--- src/rtl/match_sequencer.sv ---
// match_sequencer
// Match flow controller for the pong game: title screen, serve hold, rally,
// post-point pause, game over. Scores are kept as packed BCD for the display.
// Frame timing comes from rising edges of the VGA vertical sync.
// Build option: define MATCH_PAUSE_EN to add the PAUSE state (P key toggles).
module match_sequencer #(
    parameter int WIN_SCORE    = 11,
    parameter int SERVE_FRAMES = 60,
    parameter int POINT_FRAMES = 90
) (
    input  logic        Clk,
    input  logic        Reset_n,
    input  logic        frame_vs,
    input  logic [31:0] keycode,
    input  logic        point_p1,
    input  logic        point_p2,
    output logic        ball_hold,
    output logic        run,
    output logic        serve_dir,
    output logic [7:0]  score1,
    output logic [7:0]  score2,
    output logic [1:0]  Display,
    output logic        winner
);

    localparam logic [7:0] KEY_START  = 8'h2C;
    localparam logic [7:0] WIN_BCD    = 8'(((WIN_SCORE / 10) % 10) * 16 + (WIN_SCORE % 10));
    localparam logic [7:0] SERVE_CNT  = 8'(SERVE_FRAMES);
    localparam logic [7:0] POINT_CNT  = 8'(POINT_FRAMES);
    localparam logic [1:0] DISP_TITLE = 2'd0;
    localparam logic [1:0] DISP_PLAY  = 2'd1;
    localparam logic [1:0] DISP_OVER  = 2'd2;

`ifdef MATCH_PAUSE_EN
    localparam logic [7:0] KEY_PAUSE  = 8'h13;
    localparam logic [1:0] DISP_PAUSE = 2'd3;

    typedef enum logic [2:0] {
        S_IDLE, S_SERVE, S_RALLY, S_POINT, S_OVER, S_PAUSE
    } state_t;
`else
    typedef enum logic [2:0] {
        S_IDLE, S_SERVE, S_RALLY, S_POINT, S_OVER
    } state_t;
`endif

    // True when any of the four HID key slots holds the given code.
    function automatic logic key_present(input logic [31:0] kc, input logic [7:0] code);
        logic hit;
        hit = 1'b0;
        for (int b = 0; b < 4; b++)
            if (kc[8*b +: 8] == code) hit = 1'b1;
        return hit;
    endfunction

    // Packed-BCD increment that sticks at 99.
    function automatic logic [7:0] bcd_inc(input logic [7:0] v);
        logic [7:0] res;
        if (v == 8'h99)
            res = v;
        else if (v[3:0] == 4'd9)
            res = {v[7:4] + 4'd1, 4'd0};
        else
            res = {v[7:4], v[3:0] + 4'd1};
        return res;
    endfunction

    logic       r_vs_s1, r_vs_s2, r_vs_d;
    logic       w_tick;
    logic       w_start_now, r_start_prev, r_start_arm, w_start_press;
    state_t     r_state;
    logic [7:0] r_cnt;
    logic       r_ball_hold, r_run, r_serve_dir, r_winner;
    logic [7:0] r_score1, r_score2;
    logic [1:0] r_display;

`ifdef MATCH_PAUSE_EN
    logic       w_pause_now, r_pause_prev, r_pause_arm, w_pause_press;
    state_t     r_save_state;
    logic [7:0] r_save_cnt;
`endif

    // Bring vsync into the Clk domain and keep one older sample for edge detect.
    always_ff @(posedge Clk or negedge Reset_n) begin
        if (!Reset_n) begin
            r_vs_s1 <= 1'b0;
            r_vs_s2 <= 1'b0;
            r_vs_d  <= 1'b0;
        end else begin
            r_vs_s1 <= frame_vs;
            r_vs_s2 <= r_vs_s1;
            r_vs_d  <= r_vs_s2;
        end
    end

    assign w_tick      = r_vs_s2 & ~r_vs_d;
    assign w_start_now = key_present(keycode, KEY_START);
    // The arm bit only sets once the key has been seen released, so a key
    // held through reset never counts as a fresh press.
    assign w_start_press = w_start_now & ~r_start_prev & r_start_arm;

`ifdef MATCH_PAUSE_EN
    assign w_pause_now   = key_present(keycode, KEY_PAUSE);
    assign w_pause_press = w_pause_now & ~r_pause_prev & r_pause_arm;
`endif

    // Key history for press edge detection.
    always_ff @(posedge Clk or negedge Reset_n) begin
        if (!Reset_n) begin
            r_start_prev <= 1'b0;
            r_start_arm  <= 1'b0;
`ifdef MATCH_PAUSE_EN
            r_pause_prev <= 1'b0;
            r_pause_arm  <= 1'b0;
`endif
        end else begin
            r_start_prev <= w_start_now;
            if (!w_start_now) r_start_arm <= 1'b1;
`ifdef MATCH_PAUSE_EN
            r_pause_prev <= w_pause_now;
            if (!w_pause_now) r_pause_arm <= 1'b1;
`endif
        end
    end

    // Match state machine; every output is updated together with the state.
    always_ff @(posedge Clk or negedge Reset_n) begin
        if (!Reset_n) begin
            r_state     <= S_IDLE;
            r_cnt       <= '0;
            r_ball_hold <= 1'b1;
            r_run       <= 1'b0;
            r_serve_dir <= 1'b1;
            r_score1    <= '0;
            r_score2    <= '0;
            r_display   <= DISP_TITLE;
            r_winner    <= 1'b0;
`ifdef MATCH_PAUSE_EN
            r_save_state <= S_IDLE;
            r_save_cnt   <= '0;
`endif
        end else begin
            case (r_state)
                S_IDLE: begin
                    if (w_start_press) begin
                        r_score1    <= '0;
                        r_score2    <= '0;
                        r_serve_dir <= 1'b1;
                        r_state     <= S_SERVE;
                        r_cnt       <= SERVE_CNT;
                        r_display   <= DISP_PLAY;
                        r_ball_hold <= 1'b1;
                        r_run       <= 1'b1;
                    end
                end
                S_SERVE: begin
`ifdef MATCH_PAUSE_EN
                    if (w_pause_press) begin
                        r_save_state <= S_SERVE;
                        r_save_cnt   <= r_cnt;
                        r_state      <= S_PAUSE;
                        r_display    <= DISP_PAUSE;
                        r_run        <= 1'b0;
                    end else
`endif
                    if (w_tick) begin
                        // The tick that takes the count to zero releases the ball.
                        if (r_cnt <= 8'd1) begin
                            r_cnt       <= '0;
                            r_state     <= S_RALLY;
                            r_ball_hold <= 1'b0;
                        end else begin
                            r_cnt <= r_cnt - 8'd1;
                        end
                    end
                end
                S_RALLY: begin
                    // A point beats a simultaneous pause press so no point is lost.
                    if (point_p1 || point_p2) begin
                        if (point_p1 && !point_p2) begin
                            r_score1    <= bcd_inc(r_score1);
                            r_serve_dir <= 1'b1;
                        end else if (point_p2 && !point_p1) begin
                            r_score2    <= bcd_inc(r_score2);
                            r_serve_dir <= 1'b0;
                        end
                        r_state     <= S_POINT;
                        r_cnt       <= POINT_CNT;
                        r_ball_hold <= 1'b1;
                        r_run       <= 1'b0;
                    end
`ifdef MATCH_PAUSE_EN
                    else if (w_pause_press) begin
                        r_save_state <= S_RALLY;
                        r_save_cnt   <= r_cnt;
                        r_state      <= S_PAUSE;
                        r_display    <= DISP_PAUSE;
                        r_run        <= 1'b0;
                    end
`endif
                end
                S_POINT: begin
                    if (w_tick) begin
                        if (r_cnt <= 8'd1) begin
                            r_cnt <= '0;
                            if (r_score1 == WIN_BCD || r_score2 == WIN_BCD) begin
                                r_state   <= S_OVER;
                                r_display <= DISP_OVER;
                                r_winner  <= (r_score1 == WIN_BCD) ? 1'b0 : 1'b1;
                            end else begin
                                r_state <= S_SERVE;
                                r_cnt   <= SERVE_CNT;
                                r_run   <= 1'b1;
                            end
                        end else begin
                            r_cnt <= r_cnt - 8'd1;
                        end
                    end
                end
                S_OVER: begin
                    if (w_start_press) begin
                        r_score1    <= '0;
                        r_score2    <= '0;
                        r_serve_dir <= ~r_winner;
                        r_state     <= S_SERVE;
                        r_cnt       <= SERVE_CNT;
                        r_display   <= DISP_PLAY;
                        r_ball_hold <= 1'b1;
                        r_run       <= 1'b1;
                    end
                end
`ifdef MATCH_PAUSE_EN
                S_PAUSE: begin
                    // ball_hold was left as it was on entry, so only the
                    // play display and motion enable need restoring.
                    if (w_pause_press) begin
                        r_state   <= r_save_state;
                        r_cnt     <= r_save_cnt;
                        r_display <= DISP_PLAY;
                        r_run     <= 1'b1;
                    end
                end
`endif
                default: begin
                    r_state     <= S_IDLE;
                    r_cnt       <= '0;
                    r_ball_hold <= 1'b1;
                    r_run       <= 1'b0;
                    r_display   <= DISP_TITLE;
                end
            endcase
        end
    end

    assign ball_hold = r_ball_hold;
    assign run       = r_run;
    assign serve_dir = r_serve_dir;
    assign score1    = r_score1;
    assign score2    = r_score2;
    assign Display   = r_display;
    assign winner    = r_winner;

endmodule

--- config.mk ---
export PLATFORM = sky130hd
export DESIGN_NAME = match_sequencer
export DESIGN_NICKNAME = d
export VERILOG_FILES = /design/src/rtl/match_sequencer.sv
export SDC_FILE = /design/constraint.sdc
export NUM_CORES = 1
export LEC_CHECK = 0
export CAP_MARGIN = 25
export CORE_UTILIZATION = 45
export CTS_CLUSTER_DIAMETER = 50
export DETAILED_ROUTE_END_ITERATION = 8
export HOLD_SLACK_MARGIN = 0.1
export PLACE_DENSITY = 0.73
export SYNTH_ARGS = -nofsm -noshare
export SYNTH_HDL_FRONTEND = slang
export SYNTH_SLANG_ARGS = --single-unit
--- constraint.sdc ---
create_clock -name Clk -period 3.55 [get_ports Clk]
set_clock_uncertainty 0.05 [all_clocks]
set_input_delay 0.71 -clock Clk [delete_from_list [all_inputs] [get_ports Clk]]
set_output_delay 0.71 -clock Clk [all_outputs]
set_load 0.01 [all_outputs]
# Word-level counts from Yosys, hierarchy flattened
# Index checks and enable logic that the tools add are counted.
dict set report classes {
  n_addsub 5
  multipliers 0
  div 0
  order_cmp 1
  n_eq_ne 32
  n_shift 0
  mux 53
  bitwise 9
  n_reduce_logical 22
}
# operator n
set ops {}
lappend ops {{$mux 8} 16}
lappend ops {{$eq 8x6->1 const B} 4}
lappend ops {{$ne 2x2->1 const B} 16}
lappend ops {{$pmux 8 s2} 2}
lappend ops {{$pmux 8 s4} 1}
lappend ops {{$reduce_and 6->1} 4}
lappend ops {{$mux 3} 7}
lappend ops {{$reduce_and 5->1} 4}
lappend ops {{$mux 1} 17}
lappend ops {{$add 4x1->4 const B} 4}
lappend ops {{$eq 8x5->1 const B} 2}
lappend ops {{$eq 8x8->1 const B} 2}
lappend ops {{$pmux 3 s4} 1}
lappend ops {{$eq 4x4->1 const B} 2}
lappend ops {{$le 8x1->1 const B} 1}
lappend ops {{$mux 2} 4}
lappend ops {{$pmux 1 s4} 2}
lappend ops {{$reduce_and 4->1} 2}
lappend ops {{$sub 8x1->8 const B} 1}
lappend ops {{$reduce_and 7->1} 1}
lappend ops {{$eq 3x2->1 const B} 2}
lappend ops {{$mux 6} 1}
lappend ops {{$not 1->1} 6}
lappend ops {{$pmux 2 s3} 1}
lappend ops {{other kinds (13)} 19}
dict set report totals {
  ff_bits 38
  latchBits 0
  mem_bits_rw 0
  romBits 0
  input_bits 37
  output_inout_bits 22
  memories 0
}

# Longest topological paths before layout
dict set report logic_depth {
  ltp_word 9
  ltp_mapped 9
}

# Worst setup path before layout
# Ideal clock, no wire load.
dict set report synth_path {
  kind {input port to flip-flop}
  startpoint {input port point_p1}
  endpoint {register r_score1[2], in the netlist score1[2]}
  setup_ps 124
  arrival_ps 2146
  t_required_ps 3376
  setup_slack_ps 1230
  cell_stages 6
  path_buffers 0
  path_cell_list {inv_1 -> ha_1 -> nor4b_4 -> a31oi_1 -> or2_2 -> a211o_1}
}
dict set report synth_between {
  elab_chain_len 3
  elab_cells_between_ends 5
  classes_between {eq/ne (2); reduce/logical (3)}
}
# element line
set synth_rtl {}
lappend synth_rtl {{start, declared} 15} ;# input logic point_p1,
lappend synth_rtl {{$logic_and 1x1->1 or $logic_or 1x1->1 (tied branches)} {180, 179}}
lappend synth_rtl {{$ne 2x2->1 (no line)} -}
lappend synth_rtl {{$reduce_and 5->1 (no line) (*)} -}
lappend synth_rtl {{end signal, assigned} 181} ;# r_score1 <= bcd_inc(r_score1);
lappend synth_rtl {{end, declared} 74} ;# logic [7:0] r_score1, r_score2;
# Mark *: on every way between the ends. The rest lies on a longest branch, timed or not.
# A chain may end at the register's enable or synchronous reset.

# Worst setup path in the final report
dict set report layout_path {
  startpoint {input port point_p1}
  endpoint {register r_score2[2], in the netlist score2[2]}
}
dict set report layout_between {
  elab_chain_len 4
  elab_cells_between_ends 8
  classes_between {eq/ne (3); reduce/logical (5)}
}
# element line
set layout_rtl {}
lappend layout_rtl {{$logic_not 1->1} 183} ;# end else if (point_p2 && !point_p1) begin
lappend layout_rtl {{$logic_and 1x1->1} 183}
lappend layout_rtl {{$ne 2x2->1 (no line)} -}
lappend layout_rtl {{$reduce_and 6->1 (no line) (*)} -}
lappend layout_rtl {{end signal, assigned} 184} ;# r_score2 <= bcd_inc(r_score2);
lappend layout_rtl {{end, declared} 74}
# Marked as above.

==> results by group <==
Yosys
  • Post-synthesis compound-gate area fraction: between 10% and 20%
  • Combinational family with the most area after synthesis: simple AND/OR/NAND/NOR gates
  • Net Count, Synth: about 320
  • Xor/xnor cell area share of the yosys netlist: 0.368%
  • Most common cell in the synthesized netlist: dfrtp_1
  • Area of the mapped netlist: 0.00238 sq mm
  • FFs w/ async S/R, synth: between 90% and 100%
  • Post-synthesis sequential area ratio: about two fifths
  • Most frequent cells after synthesis: dfrtp_1, nand2_1, nor2_1
  • Yosys warnings: 0
  • Synthesized instance count: around 270
  • Top FF cell, synth: dfrtp_1
  • Synth Area in Adders: between 6 and 7%
  • Yosys top cell by area: dfrtp_1
  • Synth area leaders: dfrtp_1, ha_1, nand2_1
  • Multiplexer area fraction after synthesis: 2.26%
  • Post-synthesis cell type count: about 50
  • Count of flip-flops with a built-in enable after synthesis: 0
  • Area share of and/or/nand/nor cells after synthesis: approximately 28%
  • Mapped Avg Cell Area: 8.98 sq um
  • Top-area cell type share of the netlist area: 37.9%
  • Flops & latches, synth: 38

Outcome
  • Outcome: completed

Routing
  • DRT antenna net count: 0
  • Vias per inst: between 5 and 6
  • Via count: 2205
  • Iter 0 DRT Violations: 160
  • Mean routed wirelength per cell: between 10 and 15 um
  • Drt pass-1 iters: 6
  • Post-Route WL: 5870 um
  • Drc violations: 0

Final layout
  • Non-Filler Instances: just under 400
  • Area grow syn2layout: 31.4%
  • Design area: approximately 0.0031 sq mm
  • Layout Nets: 376
  • Diode count: 0
  • Layout cells sized above 1: between 8 and 9%

Global route
  • Largest net degree at the start of global routing: 39
  • Initial antenna violation count: 0
  • Grt total ovfl: 0
  • Total GRT Usage: between 20 and 25%
  • First-pass GRT wire length: approximately 9600 um
  • Vias in the first global route: about 2000

Floorplanning
  • I/O pin count: 59
  • Core ar.: approximately 0.005 sq mm
  • Row cnt: 26
  • Die H: 74.7 um
  • Full die area: between 0.005 and 0.006 sq mm
  • Initial core utilization: 46.6%
  • Die X: 74.7 um

STA
  • Max Clk Rate: between 0.3 and 0.4 GHz
  • Final hold slack: approximately 0.3 ns
  • Relative slew slack: ~43%
  • Final critical-path required period: approximately 2.8 ns
  • Worst slew pin tran: 0.848 ns
  • Max-slew violation count: 0
  • Hold Vio Cnt, Final: 0
  • Setup-failing EPs final: 0
  • Setup TNS: 0 ns
  • Final period utilization: between 70% and 80%
  • RSZ-0062 raised after global routing: no

Setup path
  • CP max-delay cell: nor4b_4
  • Worst Path Class, Setup: primary input to flop
  • Critical Path AT: 2.95 ns
  • Crit path launch type: primary input
  • Critical Path End Type: flop
  • Sum of buffers and inverters on the critical path: 2
  • CP max FO: 10
  • Required @ worst endpoint: around 3.7 ns
  • Max incr delay on CP: approximately 0.49 ns
  • Largest delay contributor family on the critical path: simple AND/OR/NAND/NOR gates
  • Cell Chain, Critical Path: clkdlybuf4s50_1 -> inv_1 -> ha_1 -> nor4b_4 -> a31oi_1 -> or2_2 -> o41ai_1

Clock network
  • Postcts setup bufs: 0
  • Clk_lat worst skew: 0.30 ns
  • CTS clock-pin slew for the worst setup and hold paths: about 0.08 ns
  • Clock root buffer master: clkbuf_8
  • CTS Buf Count: 5
  • CTS tree: done
  • Clock sinks: 38
  • H-tree levels: 2
  • Post-CTS sizing: 0
  • Hold-fix buffers, CTS: 0
  • Clock buffer depth: 2

Power
  • Total Power: 1.06 mW
  • P_leak: between 1 and 1.5 nW
  • Power Density: approximately 340 mW/mm^2
  • Peak VDD IR: approximately 0.00024 V

Placed design
  • Placed Instances: 389
  • Final HPWL DP: between 4000 and 5000 um
  • IO Port Bufs: 58
  • Placed Area: between 0.003 and 0.004 sq mm
  • Routability cong.: around 0.81

Job
  • Max_cap viols: 0

Hold path
  • HP Class: flop to flop
==> sequential cells by signal (all words and copies together) (netlist names), 2 cells and up <==
name     cells
r_cnt        8
score2       8
r_state      3
score1       8
Display      2
==> per-layer routing <==
layer / GRT usage [%] / vias up / wire, um
met1: 29.4 / 1061 / 2660
met3: 5.22 / 5 / 241
met2: 38.6 / 45 / 2910
met5: 0 / - / 0
li1: - / 1094 / -
met4: 4.61 / 0 / 48
==> cell families after synthesis <==
family | count (synthesis)
and+or+nand+nor | 118
xor gates and xnor gates | 1
buffers and inverters | 21
AOI/OAI and AO/OA | 69
DFF | 38
muxes | 5
adders and majority gates | 13
==> final cells by class <==
class / count / area (sq um)
Clock buffer: 6 / 82.6
Clock inverter: 2 / 12.5
Fill cell: 462 / 1980
Inverter: 15 / 56.3
Multi-Input combinational cell: 206 / 1340
Sequential cell: 38 / 953
Tap cell: 70 / 87.6
Timing Repair Buffer: 60 / 591
==> final timing paths <==
kind,cells after the start,slack [ns],end,start
max reg2reg,4,1.26,score2[2]$_DFFE_PN0P_,r_state[2]$_DFFE_PN0P_
max,7,0.73,score2[2]$_DFFE_PN0P_,point_p1
max in group asynchronous,1,2.45,score1[1]$_DFFE_PN0P_,Reset_n
min in group asynchronous,1,0.46,r_cnt[1]$_DFFE_PN0P_,Reset_n
min reg2reg,0,0.30,r_vs_s2$_DFF_PN0_,r_vs_s1$_DFF_PN0_
min,0,0.30,r_vs_s2$_DFF_PN0_,r_vs_s1$_DFF_PN0_
==> worst register-to-register path: cells and delay by family (launching register included) <==
family	cells	cell delay (ns)
AND/OR/NAND/NOR	2	1.00
flip-flops	1	0.57
AO/OA/AOI/OAI	2	0.55
==> through the flow <==
| step | setup slack (ns) | util, % |
|---|---|---|
| after floorplan | 1.23 | - |
| after global placement | 0.547 | 59.3 |
| after detailed placement | 0.419 | 59.3 |
| after CTS | 0.721 | 61.2 |
| after global routing | 0.620 | 61.2 |
| final | 0.727 | 61.2 |
==> report_power, final <==
| part | leakage [nW] | switching (mW) | internal [mW] |
|---|---|---|---|
| registers | 0.460 | 0.0520 | 0.479 |
| clock network | 0.0472 | 0.156 | 0.156 |
| logic | 0.837 | 0.100 | 0.121 |
==> placed cells by master (no fill, tap or decap), types with 2 or more instances in the layout <==
| master | synthesis | final |
|---|---|---|
| and3_1 | 7 | 7 |
| mux2_2 | 3 | 3 |
| nor4b_1 | 5 | 5 |
| and2_1 | 2 | 2 |
| inv_1 | 15 | 15 |
| a22o_1 | 2 | 2 |
| nand2_1 | 28 | 28 |
| nor3_1 | 8 | 8 |
| or2_2 | 4 | 4 |
| nand4_1 | 5 | 5 |
| o41ai_1 | 3 | 3 |
| dfstp_2 | 2 | 2 |
| nand3b_1 | 4 | 4 |
| clkdlybuf4s50_1 | 0 | 57 |
| nor2_1 | 24 | 24 |
| a22oi_1 | 2 | 2 |
| o22ai_1 | 2 | 2 |
| dfrtp_1 | 36 | 36 |
| a211o_1 | 2 | 2 |
| nand3_1 | 12 | 12 |
| nand2b_1 | 3 | 3 |
| a21oi_1 | 16 | 16 |
| buf_4 | 1 | 2 |
| clkbuf_8 | 0 | 6 |
| o31ai_1 | 5 | 5 |
| mux2i_1 | 2 | 2 |
| nor3b_1 | 2 | 2 |
| nor2b_1 | 6 | 6 |
| ha_1 | 13 | 13 |
| o21ai_0 | 19 | 19 |
| a31oi_1 | 7 | 7 |
(Power assumes the default switching activity.)
